## config.mk

```make
export PLATFORM = sky130hd
export DESIGN_NAME = gsensor_ctrl_flat
export DESIGN_NICKNAME = d
export VERILOG_FILES = /design/src/rtl/gsensor_pkg.sv /design/src/rtl/gsensor_ctrl_if.sv /design/src/rtl/gsensor_txn.sv /design/src/rtl/gsensor_ctrl.sv /design/src/flat_wrapper.sv
export SDC_FILE = /design/constraint.sdc
export NUM_CORES = 1
export LEC_CHECK = 0
export BUFFER_PORTS_ARGS = -buffer_cell sky130_fd_sc_hd__buf_2
export CAP_MARGIN = 5
export CORE_AREA = 2 2 105 107
export CTS_CLUSTER_SIZE = 28
export DETAILED_ROUTE_END_ITERATION = 8
export DIE_AREA = 0 0 107 109
export PLACE_DENSITY = 0.78
export SLEW_MARGIN = 20
export SYNTH_ARGS = -nofsm -noshare
export SYNTH_HDL_FRONTEND = slang
export SYNTH_SLANG_ARGS = --single-unit
```

## constraint.sdc

```tcl
create_clock -name spi_clk -period 2.9 [get_ports spi_clk]
set_input_delay 0.435 -clock spi_clk [delete_from_list [all_inputs] [get_ports spi_clk]]
set_output_delay 0.435 -clock spi_clk [all_outputs]
set_load 0.05 [all_outputs]
```

## src/rtl/gsensor_pkg.sv

```systemverilog
// Shared definitions for the ADXL345 sequencer: register map, init table,
// state encodings and the transaction word layout used by spi_serdes.
package gsensor_pkg;

  localparam logic [5:0] REG_BW_RATE     = 6'h2C;
  localparam logic [5:0] REG_POWER_CTL   = 6'h2D;
  localparam logic [5:0] REG_INT_SOURCE  = 6'h30;
  localparam logic [5:0] REG_DATA_FORMAT = 6'h31;
  localparam logic [5:0] REG_DATAX0      = 6'h32;
  localparam logic [5:0] REG_DATAX1      = 6'h33;
  localparam logic [5:0] REG_DATAY0      = 6'h34;
  localparam logic [5:0] REG_DATAY1      = 6'h35;
  localparam logic [5:0] REG_DATAZ0      = 6'h36;
  localparam logic [5:0] REG_DATAZ1      = 6'h37;

  localparam logic [7:0] BW_RATE_50HZ     = 8'h09;
  localparam logic [7:0] FORMAT_FULL_RES  = 8'h08;
  localparam logic [7:0] POWER_MEASURE    = 8'h08;

  localparam int DATA_READY_BIT = 7;
  localparam int INIT_LEN       = 3;
  localparam int READ_LEN       = 6;

  typedef struct packed {
    logic [5:0] addr;
    logic [7:0] value;
  } init_entry_t;

  typedef enum logic [2:0] {
    ST_STARTUP,
    ST_INIT,
    ST_POLL_WAIT,
    ST_STATUS,
    ST_READ,
    ST_PUBLISH
  } ctrl_state_t;

  typedef enum logic [1:0] {
    TXN_IDLE,
    TXN_WAIT_HI,
    TXN_WAIT_LO
  } txn_state_t;

  // Init table, written in order after every startup.
  function automatic init_entry_t init_entry(input logic [1:0] idx);
    init_entry_t e;
    case (idx)
      2'd0:    e = '{addr: REG_BW_RATE,     value: BW_RATE_50HZ};
      2'd1:    e = '{addr: REG_DATA_FORMAT, value: FORMAT_FULL_RES};
      2'd2:    e = '{addr: REG_POWER_CTL,   value: POWER_MEASURE};
      default: e = '{addr: REG_BW_RATE,     value: BW_RATE_50HZ};
    endcase
    return e;
  endfunction

  // Serdes word: [15] read flag, [14] multi-byte (unused), [13:8] address,
  // [7:0] write data, forced to zero on reads.
  function automatic logic [15:0] txn_word(input logic rnw, input logic [5:0] addr,
                                           input logic [7:0] wdata);
    return {rnw, 1'b0, addr, (rnw ? 8'h00 : wdata)};
  endfunction

endpackage

```

## src/rtl/gsensor_ctrl_if.sv

```systemverilog
// Four-phase start/done link between the sequencer and spi_serdes.
interface gsensor_ctrl_if;
  logic [15:0] data_tx;
  logic        start;
  logic        done;
  logic [7:0]  data_rx;

  modport master (output data_tx, output start, input done, input data_rx);
  modport slave  (input data_tx, input start, output done, output data_rx);
endinterface

```

## src/rtl/gsensor_txn.sv

```systemverilog
// One serdes transaction at a time: raise start, hold until done, drop start,
// then wait for done to fall. Either wait is bounded by TIMEOUT_CYCLES.
// ack is a single-cycle strobe in the cycle done is seen high; rdata is
// valid in that same cycle.
module gsensor_txn
  import gsensor_pkg::*;
#(
  parameter int TIMEOUT_CYCLES = 256
) (
  input  logic       clk,
  input  logic       rst_n,
  input  logic       req,
  input  logic [5:0] addr,
  input  logic [7:0] wdata,
  input  logic       rnw,
  output logic       ack,
  output logic [7:0] rdata,
  output logic       timeout,
  gsensor_ctrl_if.master bus
);

  localparam int TW = $clog2(TIMEOUT_CYCLES + 1);
  localparam logic [TW-1:0] T_LAST = TW'(TIMEOUT_CYCLES - 1);
  localparam logic [TW-1:0] T_MAX  = TW'(TIMEOUT_CYCLES);

  txn_state_t    state;
  txn_state_t    state_next;
  logic [TW-1:0] tcnt;
  logic          launch;

  assign rdata = bus.data_rx;

  // Handshake state register.
  always_ff @(posedge clk or negedge rst_n) begin
    if (!rst_n) state <= TXN_IDLE;
    else        state <= state_next;
  end

  // Next-state and strobes; a done seen while idle is ignored.
  always_comb begin
    state_next = state;
    ack        = 1'b0;
    timeout    = 1'b0;
    launch     = 1'b0;
    case (state)
      TXN_IDLE: begin
        if (req) begin
          launch     = 1'b1;
          state_next = TXN_WAIT_HI;
        end
      end
      TXN_WAIT_HI: begin
        if (bus.done) begin
          ack        = 1'b1;
          state_next = TXN_WAIT_LO;
        end else if (tcnt == T_LAST) begin
          timeout    = 1'b1;
          state_next = TXN_IDLE;
        end
      end
      TXN_WAIT_LO: begin
        if (!bus.done) begin
          state_next = TXN_IDLE;
        end else if (tcnt == T_LAST) begin
          timeout    = 1'b1;
          state_next = TXN_IDLE;
        end
      end
      default: state_next = TXN_IDLE;
    endcase
  end

  // start/data_tx drive and the saturating wait counter; reset drops start at once.
  always_ff @(posedge clk or negedge rst_n) begin
    if (!rst_n) begin
      bus.start   <= 1'b0;
      bus.data_tx <= 16'h0000;
      tcnt        <= '0;
    end else if (launch) begin
      bus.start   <= 1'b1;
      bus.data_tx <= txn_word(rnw, addr, wdata);
      tcnt        <= '0;
    end else if (ack || timeout) begin
      bus.start   <= 1'b0;
      tcnt        <= '0;
    end else if (state != TXN_IDLE && tcnt != T_MAX) begin
      tcnt        <= tcnt + 1'b1;
    end
  end

endmodule

```

## src/rtl/gsensor_ctrl.sv

```systemverilog
// ADXL345 sequencer: startup delay, init table, periodic INT_SOURCE poll and
// six-byte axis read, publishing X/Y/Z with a one-cycle valid strobe.
module gsensor_ctrl
  import gsensor_pkg::*;
#(
  parameter int STARTUP_CYCLES = 4000,
  parameter int POLL_CYCLES    = 40000,
  parameter int TIMEOUT_CYCLES = 256
) (
  input  logic        spi_clk,
  input  logic        reset_n,
  gsensor_ctrl_if.master bus,
  output logic [15:0] data_x,
  output logic [15:0] data_y,
  output logic [15:0] data_z,
  output logic        data_valid,
  output logic        init_done,
  output logic        error
);

  localparam int CNT_MAX = (STARTUP_CYCLES > POLL_CYCLES) ? STARTUP_CYCLES : POLL_CYCLES;
  localparam int CW      = $clog2(CNT_MAX + 1);
  localparam logic [CW-1:0] STARTUP_LAST = CW'(STARTUP_CYCLES - 1);
  localparam logic [CW-1:0] POLL_LAST    = CW'(POLL_CYCLES - 1);
  localparam logic [CW-1:0] CNT_SAT      = CW'(CNT_MAX);
  localparam logic [2:0]    INIT_LAST    = 3'(INIT_LEN - 1);
  localparam logic [2:0]    READ_LAST    = 3'(READ_LEN - 1);

  ctrl_state_t   state;
  ctrl_state_t   state_next;
  logic [CW-1:0] cnt;
  logic [2:0]    idx;
  logic [7:0]    shadow [5];
  init_entry_t   entry;
  logic          req;
  logic          rnw;
  logic [5:0]    addr;
  logic [7:0]    wdata;
  logic          ack;
  logic [7:0]    rdata;
  logic          timeout;

  gsensor_txn #(.TIMEOUT_CYCLES(TIMEOUT_CYCLES)) u_txn (
    .clk     (spi_clk),
    .rst_n   (reset_n),
    .req     (req),
    .addr    (addr),
    .wdata   (wdata),
    .rnw     (rnw),
    .ack     (ack),
    .rdata   (rdata),
    .timeout (timeout),
    .bus     (bus)
  );

  // Sequencer state register.
  always_ff @(posedge spi_clk or negedge reset_n) begin
    if (!reset_n) state <= ST_STARTUP;
    else          state <= state_next;
  end

  // Next state and the transaction request for the current step; any timeout restarts from STARTUP.
  always_comb begin
    state_next = state;
    req        = 1'b0;
    rnw        = 1'b0;
    addr       = REG_INT_SOURCE;
    wdata      = 8'h00;
    entry      = init_entry(idx[1:0]);
    case (state)
      ST_STARTUP: begin
        if (cnt == STARTUP_LAST) state_next = ST_INIT;
      end
      ST_INIT: begin
        req   = 1'b1;
        addr  = entry.addr;
        wdata = entry.value;
        if (ack && idx == INIT_LAST) state_next = ST_POLL_WAIT;
      end
      ST_POLL_WAIT: begin
        if (cnt == POLL_LAST) state_next = ST_STATUS;
      end
      ST_STATUS: begin
        req  = 1'b1;
        rnw  = 1'b1;
        addr = REG_INT_SOURCE;
        if (ack) state_next = rdata[DATA_READY_BIT] ? ST_READ : ST_POLL_WAIT;
      end
      ST_READ: begin
        req  = 1'b1;
        rnw  = 1'b1;
        addr = REG_DATAX0 + 6'(idx);
        if (ack && idx == READ_LAST) state_next = ST_PUBLISH;
      end
      ST_PUBLISH: state_next = ST_POLL_WAIT;
      default:    state_next = ST_STARTUP;
    endcase
    if (timeout) state_next = ST_STARTUP;
  end

  // Counters, shadow bytes and outputs; axis registers load only on the step into PUBLISH.
  always_ff @(posedge spi_clk or negedge reset_n) begin
    if (!reset_n) begin
      cnt        <= '0;
      idx        <= '0;
      for (int i = 0; i < 5; i++) shadow[i] <= 8'h00;
      data_x     <= 16'h0000;
      data_y     <= 16'h0000;
      data_z     <= 16'h0000;
      data_valid <= 1'b0;
      init_done  <= 1'b0;
      error      <= 1'b0;
    end else begin
      data_valid <= 1'b0;

      if (state_next != state)  cnt <= '0;
      else if (cnt != CNT_SAT)  cnt <= cnt + 1'b1;

      if (state_next != state)  idx <= '0;
      else if (ack)             idx <= idx + 1'b1;

      if (state == ST_READ && ack) begin
        for (int i = 0; i < 5; i++) begin
          if (idx == 3'(i)) shadow[i] <= rdata;
        end
        if (idx == READ_LAST) begin
          data_x     <= {shadow[1], shadow[0]};
          data_y     <= {shadow[3], shadow[2]};
          data_z     <= {rdata, shadow[4]};
          data_valid <= 1'b1;
        end
      end

      if (timeout) begin
        init_done <= 1'b0;
        error     <= 1'b1;
      end else if (state == ST_INIT && ack && idx == INIT_LAST) begin
        init_done <= 1'b1;
      end
    end
  end

endmodule

```

## src/flat_wrapper.sv

```systemverilog
// flat-port wrapper written by rule: the top's interface ports become plain ports
module gsensor_ctrl_flat import gsensor_pkg::*;
#(
  parameter int STARTUP_CYCLES = 4000,
  parameter int POLL_CYCLES    = 40000,
  parameter int TIMEOUT_CYCLES = 256
)
  (spi_clk, reset_n, data_x, data_y, data_z, data_valid, init_done, error, bus_data_tx, bus_start, bus_done, bus_data_rx);
  gsensor_ctrl_if bus_i ();
  input  logic spi_clk;
  input  logic reset_n;
  output logic [15:0] data_x;
  output logic [15:0] data_y;
  output logic [15:0] data_z;
  output logic data_valid;
  output logic init_done;
  output logic error;
  output wire logic [$bits(bus_i.data_tx)-1:0] bus_data_tx;
  output wire logic [$bits(bus_i.start)-1:0] bus_start;
  input wire logic [$bits(bus_i.done)-1:0] bus_done;
  input wire logic [$bits(bus_i.data_rx)-1:0] bus_data_rx;
  assign bus_data_tx = bus_i.data_tx;
  assign bus_start = bus_i.start;
  assign bus_i.done = bus_done;
  assign bus_i.data_rx = bus_data_rx;
  gsensor_ctrl #(.STARTUP_CYCLES(STARTUP_CYCLES), .POLL_CYCLES(POLL_CYCLES), .TIMEOUT_CYCLES(TIMEOUT_CYCLES)) u_core (.spi_clk(spi_clk), .reset_n(reset_n), .bus(bus_i), .data_x(data_x), .data_y(data_y), .data_z(data_z), .data_valid(data_valid), .init_done(init_done), .error(error));
endmodule
```

Word-level counts from Yosys, hierarchy flattened
Cells that the tools add are included.
{"block": "totals", "register_bits": 140, "in_bits": 11, "wordCells": 107}
{"block": "classes", "addsub": 4, "eq_ne": 21, "mux": 40, "n_reduce_logical": 24}
{"operator": "$mux W16", "count": 2}
{"operator": "$mux W3", "count": 9}
{"operator": "$mux W9", "count": 3}
{"operator": "$pmux W13 S2", "count": 1}
{"operator": "$pmux W3 S6", "count": 1}
{"operator": "$add A16 B1 Y16 const B", "count": 1}
{"operator": "$eq A16 B12 Y1 const B", "count": 1}
{"operator": "$eq A16 B16 Y1 const B", "count": 1}
{"operator": "$mux W8", "count": 2}
{"operator": "$ne A16 B16 Y1 const B", "count": 1}
{"operator": "$mux W1", "count": 15}
{"operator": "$eq A3 B2 Y1 const B", "count": 4}
{"operator": "$eq A3 B3 Y1 const B", "count": 4}
{"operator": "$pmux W6 S2", "count": 1}
{"operator": "$reduce_and A2 Y1", "count": 6}
{"operator": "$reduce_bool A2 Y1", "count": 5}
{"operator": "$add A9 B1 Y9 const B", "count": 1}
{"operator": "$eq A9 B8 Y1 const B", "count": 1}
{"operator": "$ne A9 B9 Y1 const B", "count": 1}
{"operator": "$mux W2", "count": 4}
{"operator": "$add A5 B4 Y6 const A", "count": 1}
{"operator": "$eq A3 B1 Y1 const B", "count": 2}
{"operator": "$logic_and A1 B1 Y1", "count": 6}
{"operator": "$logic_not A3 Y1", "count": 2}
{"operator": "12 further kinds", "count": 14}

Longest topological paths before layout
{"block": "logic_depth", "word_depth": 8, "ltp_mapped": 11}

By module
From an unflattened synthesis, not the netlist that was laid out.
{"block": "unflattened", "hier_cells": 489, "hier_area_um2": 6214.7}
{"module": "gsensor_ctrl", "n_inst": 1, "cells_per_inst": 353, "area_each_um2": 4765.8, "seq_area_each_um2": 2827.7}
{"module": "gsensor_txn", "n_inst": 1, "cells_per_inst": 136, "area_each_um2": 1448.9, "seq_area_each_um2": 675.6}

Least setup slack after synthesis
No wires, ideal clock.
{"block": "synth_path", "path_type": "reg-to-reg", "from": "reg u_core.u_txn.tcnt[2]", "to": "reg u_core.cnt[10]", "setup_time_ns": 0.119, "arrival_time_ns": 2.109, "slack_ns": 0.673, "stages_incl_launch_ff": 12, "path_buffers": 2, "period_less_slack_ns": 2.227, "path_cell_list": "dfrtp_1 and4_1 nand2_1 nor2_1 ha_1 and3_1 buf_2 nand4bb_1 o21ba_2 a211oi_4 buf_6 nor2_1"}
{"block": "synth_via", "elab_chain_cells": 7}
{"item": "start, declared", "line": "gsensor_txn.sv:28", "text": "logic [TW-1:0] tcnt;"}
{"item": "start signal, assigned", "line": "gsensor_txn.sv:87", "text": "tcnt <= tcnt + 1'b1;"}
{"item": "$eq A9 B8 Y1 (*)", "line": "gsensor_txn.sv:56, gsensor_txn.sv:64"}
{"item": "$mux W1 (*)", "line": "gsensor_txn.sv:56, gsensor_txn.sv:64"}
{"item": "$mux W1, on equally long branches", "line": "gsensor_txn.sv:62, gsensor_txn.sv:53"}
{"item": "$pmux W1 S2 (*)", "line": "gsensor_txn.sv:45", "text": "case (state)"}
{"item": "$mux W3 (*)", "line": "gsensor_ctrl.sv:98", "text": "if (timeout) state_next = ST_STARTUP;"}
{"item": "$ne A3 B3 Y1 (*)", "line": "gsensor_ctrl.sv:116", "text": "if (state_next != state) cnt <= '0;"}
{"item": "$mux W16 / $reduce_bool A2 Y1 (equally long branches)"}
{"item": "end signal, assigned", "line": "gsensor_ctrl.sv:117", "text": "else if (cnt != CNT_SAT) cnt <= cnt + 1'b1;"}
{"item": "end, declared", "line": "gsensor_ctrl.sv:31", "text": "logic [CW-1:0] cnt;"}
Mark *: on every way between the ends. The rest lies on a longest branch, timed or not.
A chain may end at the register's enable or synchronous reset.

Final worst setup path
{"block": "layout_path", "from": "reg u_core.u_txn.state[1]", "to": "reg u_core.idx[2]"}
{"block": "layout_via", "elab_chain_cells": 8}
{"item": "start, declared", "line": "gsensor_txn.sv:26", "text": "txn_state_t state;"}
{"item": "start signal, assigned", "line": "gsensor_txn.sv:36", "text": "else state <= state_next;"}
{"item": "$eq A2 B1 Y1", "line": "gsensor_txn.sv:45"}
{"item": "$mux W1", "line": "gsensor_txn.sv:45"}
{"item": "$logic_and A1 B1 Y1, on equally long branches", "line": "gsensor_ctrl.sv:93, gsensor_ctrl.sv:78"}
{"item": "$mux W3, on equally long branches", "line": "gsensor_ctrl.sv:93, gsensor_ctrl.sv:78"}
{"item": "$pmux W3 S6", "line": "gsensor_ctrl.sv:70", "text": "case (state)"}
{"item": "$mux W3", "line": "gsensor_ctrl.sv:98"}
{"item": "$ne A3 B3 Y1", "line": "gsensor_ctrl.sv:119", "text": "if (state_next != state) idx <= '0;"}
{"item": "$mux W3 / $reduce_bool A2 Y1 (equally long branches)"}
{"item": "end signal, assigned", "line": "gsensor_ctrl.sv:120", "text": "else if (ack) idx <= idx + 1'b1;"}
{"item": "end, declared", "line": "gsensor_ctrl.sv:32", "text": "logic [2:0] idx;"}
Several ways; a longest one is shown, not always the timed one.

==> impl_metrics.toml <==
[run_status]
status = "complete, but fails checks"
failed_checks = "hold timing"

[power]
power.density_nw_per_um2 = 791
vdd_drop_max_mv = 0.476
p_total_w = 0.00555
swShare_pct = 31.6
clockPowerShare_pct = 40.5
power_leakage_nw = 3.58
combinationalPowerShare_pct = 20.1
p_switching_w = 0.00175
intPower_w = 0.00379
seqPwrFrac_pct = 39.3

[global_route]
grt_pass1_vias = 3971
grt_pass1_wl_mm = 19.3
overflow = 0
antenna_found_initial = 0
grt_usage_pct = 21.9
grt_max_degree = 63

[detailed_routing]
vias = 3892
first_pass_iters = 6
drc = 0
wl_per_cell_um = 16.6
ant_nets = 0
first_iter_violations = 221
drt_wl_total_mm = 11.7
vias_per_cell = 5.50

[worst_setup_path]
crit_end = "u_core.idx[2]$_DFFE_PN0P_"
crit_arrival_ns = 2.89
ff2ff_path_depth = 9
critPathRequiredTime_ns = 3.33
cp-start-kind = "register"
cp-end-kind = "register"
regToRegSetupSlack_ns = 0.44
timing.rr.end = "u_core.idx[2]$_DFFE_PN0P_"
cp_max_fo = 19
startpoint = "u_core.u_txn.state[1]$_DFFE_PN0P_"
crit_type = "reg2reg"
reg2reg_from = "u_core.u_txn.state[1]$_DFFE_PN0P_"

[sta]
hold_ws_ns = -0.0112
period_needed_ns = 2.46
rsz0062_at_grt = "no"
slew_violations = 0
fin_crit_sh_pct = 84.8
hold_viol = 10
setup_violations = 0
tightest_slew_ns = 0.802
skew_ns = 0.00946
fin_setup_tns_ns = 0
max_freq_ghz = 0.407
max_slew_margin_pct = 46.6

[cts]
cts_buffers = 17
post_cts_buffers = 0
cts_tree = "done"
cts_root_buf = "clkbuf_8"
clock-sinks = 134
cts_hold_buf = 0
htree_levels = 4
clkLatencyLatePin_ns = 0.52
cts_repair_resize_count = 0
cts_buffer_depth = 2
clkTransAtPathRegs_ns = 0.06

[synthesis]
yosysWarningCount = 0
ys_types = 49
yosys-top-cells-area = "dfrtp_1 57%, mux2_2 17%, ha_1 3.4%, nor2_1 2.9%, nand2_1 1.9%"
synthArstFlopShare_pct = 100
syn_area_um2 = 5890
yosysMostFrequentCell = "dfrtp_1"
syn_inst = 474
ys_dominant_reg_cell = "dfrtp_1"
yosysTopAreaCell = "dfrtp_1"
synth.ff_latch_count = 134
synthTopCellsByCount = "134 x dfrtp_1, 89 x mux2_2, 46 x nor2_1"
post-synth-top-area-fraction_pct = 56.9
yosysSeqAreaShare_pct = 56.9
synth_edf_count = 0
avgSynthCellArea_um2 = 12.4

[die]
die-area_um2 = 11700
start_util_pct = 55.6
io_pins = 79
rows = 38
coreArea_um2 = 10600
chipWidth_um = 107
die_h_um = 109

[cells_and_area]
layout.nets = 582
area_growth_pct = 19.1
drive_gt1_share_pct = 36.6
n_antenna_cell = 0

[placement]
post-dp-hpwl_mm = 7.81
port_buffers = 71
gp_congestion = 0.832

[worst_hold_path]
holdCritPathClass = "in2async"

[flow_run]
max_cap_violations = 0
==> cell type report <==
class	instances	area, um^2
clock buffer	19	432
clock inverter	13	195
fill	765	3590
inverter	16	62.6
multi-input combinational	308	2370
sequential	134	3350
tap	140	175
timing repair buffer	78	423
==> stage by stage <==
stage	util, %	hold slack (ns)	setup WS [ns]	instances	area [um^2]
floorplan	-	0.139	0.673	480	5910
detailed placement	60.3	0.450	0.463	676	6390
global placement	60.3	0.446	0.587	676	6390
global route	66.2	0.0487	0.280	708	7020
CTS	66.2	0.0188	0.446	708	7020
finish	66.2	-0.0112	0.442	708	7020
==> registers in the layout, indices dropped and copies added (netlist names) <==
| signal | count |
|---|---|
| u_core.shadow | 40 |
| u_core.cnt | 16 |
| u_core.data_x | 16 |
| u_core.data_y | 16 |
| u_core.data_z | 16 |
| u_core.u_txn.bus.data_tx | 9 |
| u_core.u_txn.tcnt | 9 |
| u_core.idx | 3 |
| u_core.state | 3 |
| u_core.u_txn.state | 2 |
| u_core.data_valid | 1 |
| u_core.error | 1 |
| u_core.init_done | 1 |
| u_core.u_txn.bus.start | 1 |
==> placed cells by master, fill, tap and decap left out, types with 13 or more instances in the layout <==
cell / instances
buf_2: 70
a21oi_1: 13
nand3_1: 15
dfrtp_1: 134
ha_1: 16
clkbuf_16: 16
nand2_1: 30
mux2_2: 89
inv_1: 15
nor2_1: 46
==> kinds of logic after synthesis <==
kind of cell / synth area share [%]
adders and majority gates: 3.59
muxes: 17.0
and+or+nand+nor: 11.2
buffers and inverters: 3.14
xor gates and xnor gates: 3.27
AOI/OAI and AO/OA: 4.78
DFF: 56.9
other: 0.0637
==> critical path, cell delays in order (launching register included) <==
cell and delay (ns):
dfrtp_1 0.41, inv_1 0.09, ha_1 0.20, and2_1 0.38, o21ai_0 0.19, o2bb2ai_1 0.18
nor3_1 0.37, a211oi_4 0.10, buf_4 0.23, a211oi_2 0.22
==> worst min path at each step <==
stage | from | end | slack, ns | cells after the start
CTS | reset_n | u_core.data_x[11]$_DFFE_PN0P_ | 0.02 | 1
global placement | u_core.u_txn.bus.data_tx[13]$_DFFE_PN0P_ | u_core.u_txn.bus.data_tx[13]$_DFFE_PN0P_ | 0.45 | 1
global route | reset_n | u_core.data_y[2]$_DFFE_PN0P_ | 0.05 | 1
finish | reset_n | u_core.shadow[27]$_DFFE_PN0P_ | -0.01 | 1
floorplan | reset_n | u_core.cnt[0]$_DFFE_PN0P_ | 0.14 | 0
detailed placement | u_core.u_txn.bus.data_tx[13]$_DFFE_PN0P_ | u_core.u_txn.bus.data_tx[13]$_DFFE_PN0P_ | 0.45 | 1
==> power by group through the flow <==
| stage | combinational [W] | sequential [W] | clock, W |
|---|---|---|---|
| floorplan | 0.000679 | 0.00233 | 0 |
| global placement | 0.00106 | 0.00220 | 0 |
| detailed placement | 0.00111 | 0.00221 | 0 |
| CTS | 0.00112 | 0.00218 | 0.00228 |
| global route | 0.00123 | 0.00220 | 0.00238 |
| finish | 0.00112 | 0.00218 | 0.00225 |
==> per-layer routing <==
layer / track usage, % / routed length, um / up-vias
li1: - / - / 1802
met1: 26.9 / 5070 / 1954
met2: 37.3 / 5980 / 114
met3: 4.90 / 474 / 22
met4: 9.74 / 211 / 0
met5: 0 / 0 / -
(Power assumes the default switching activity.)
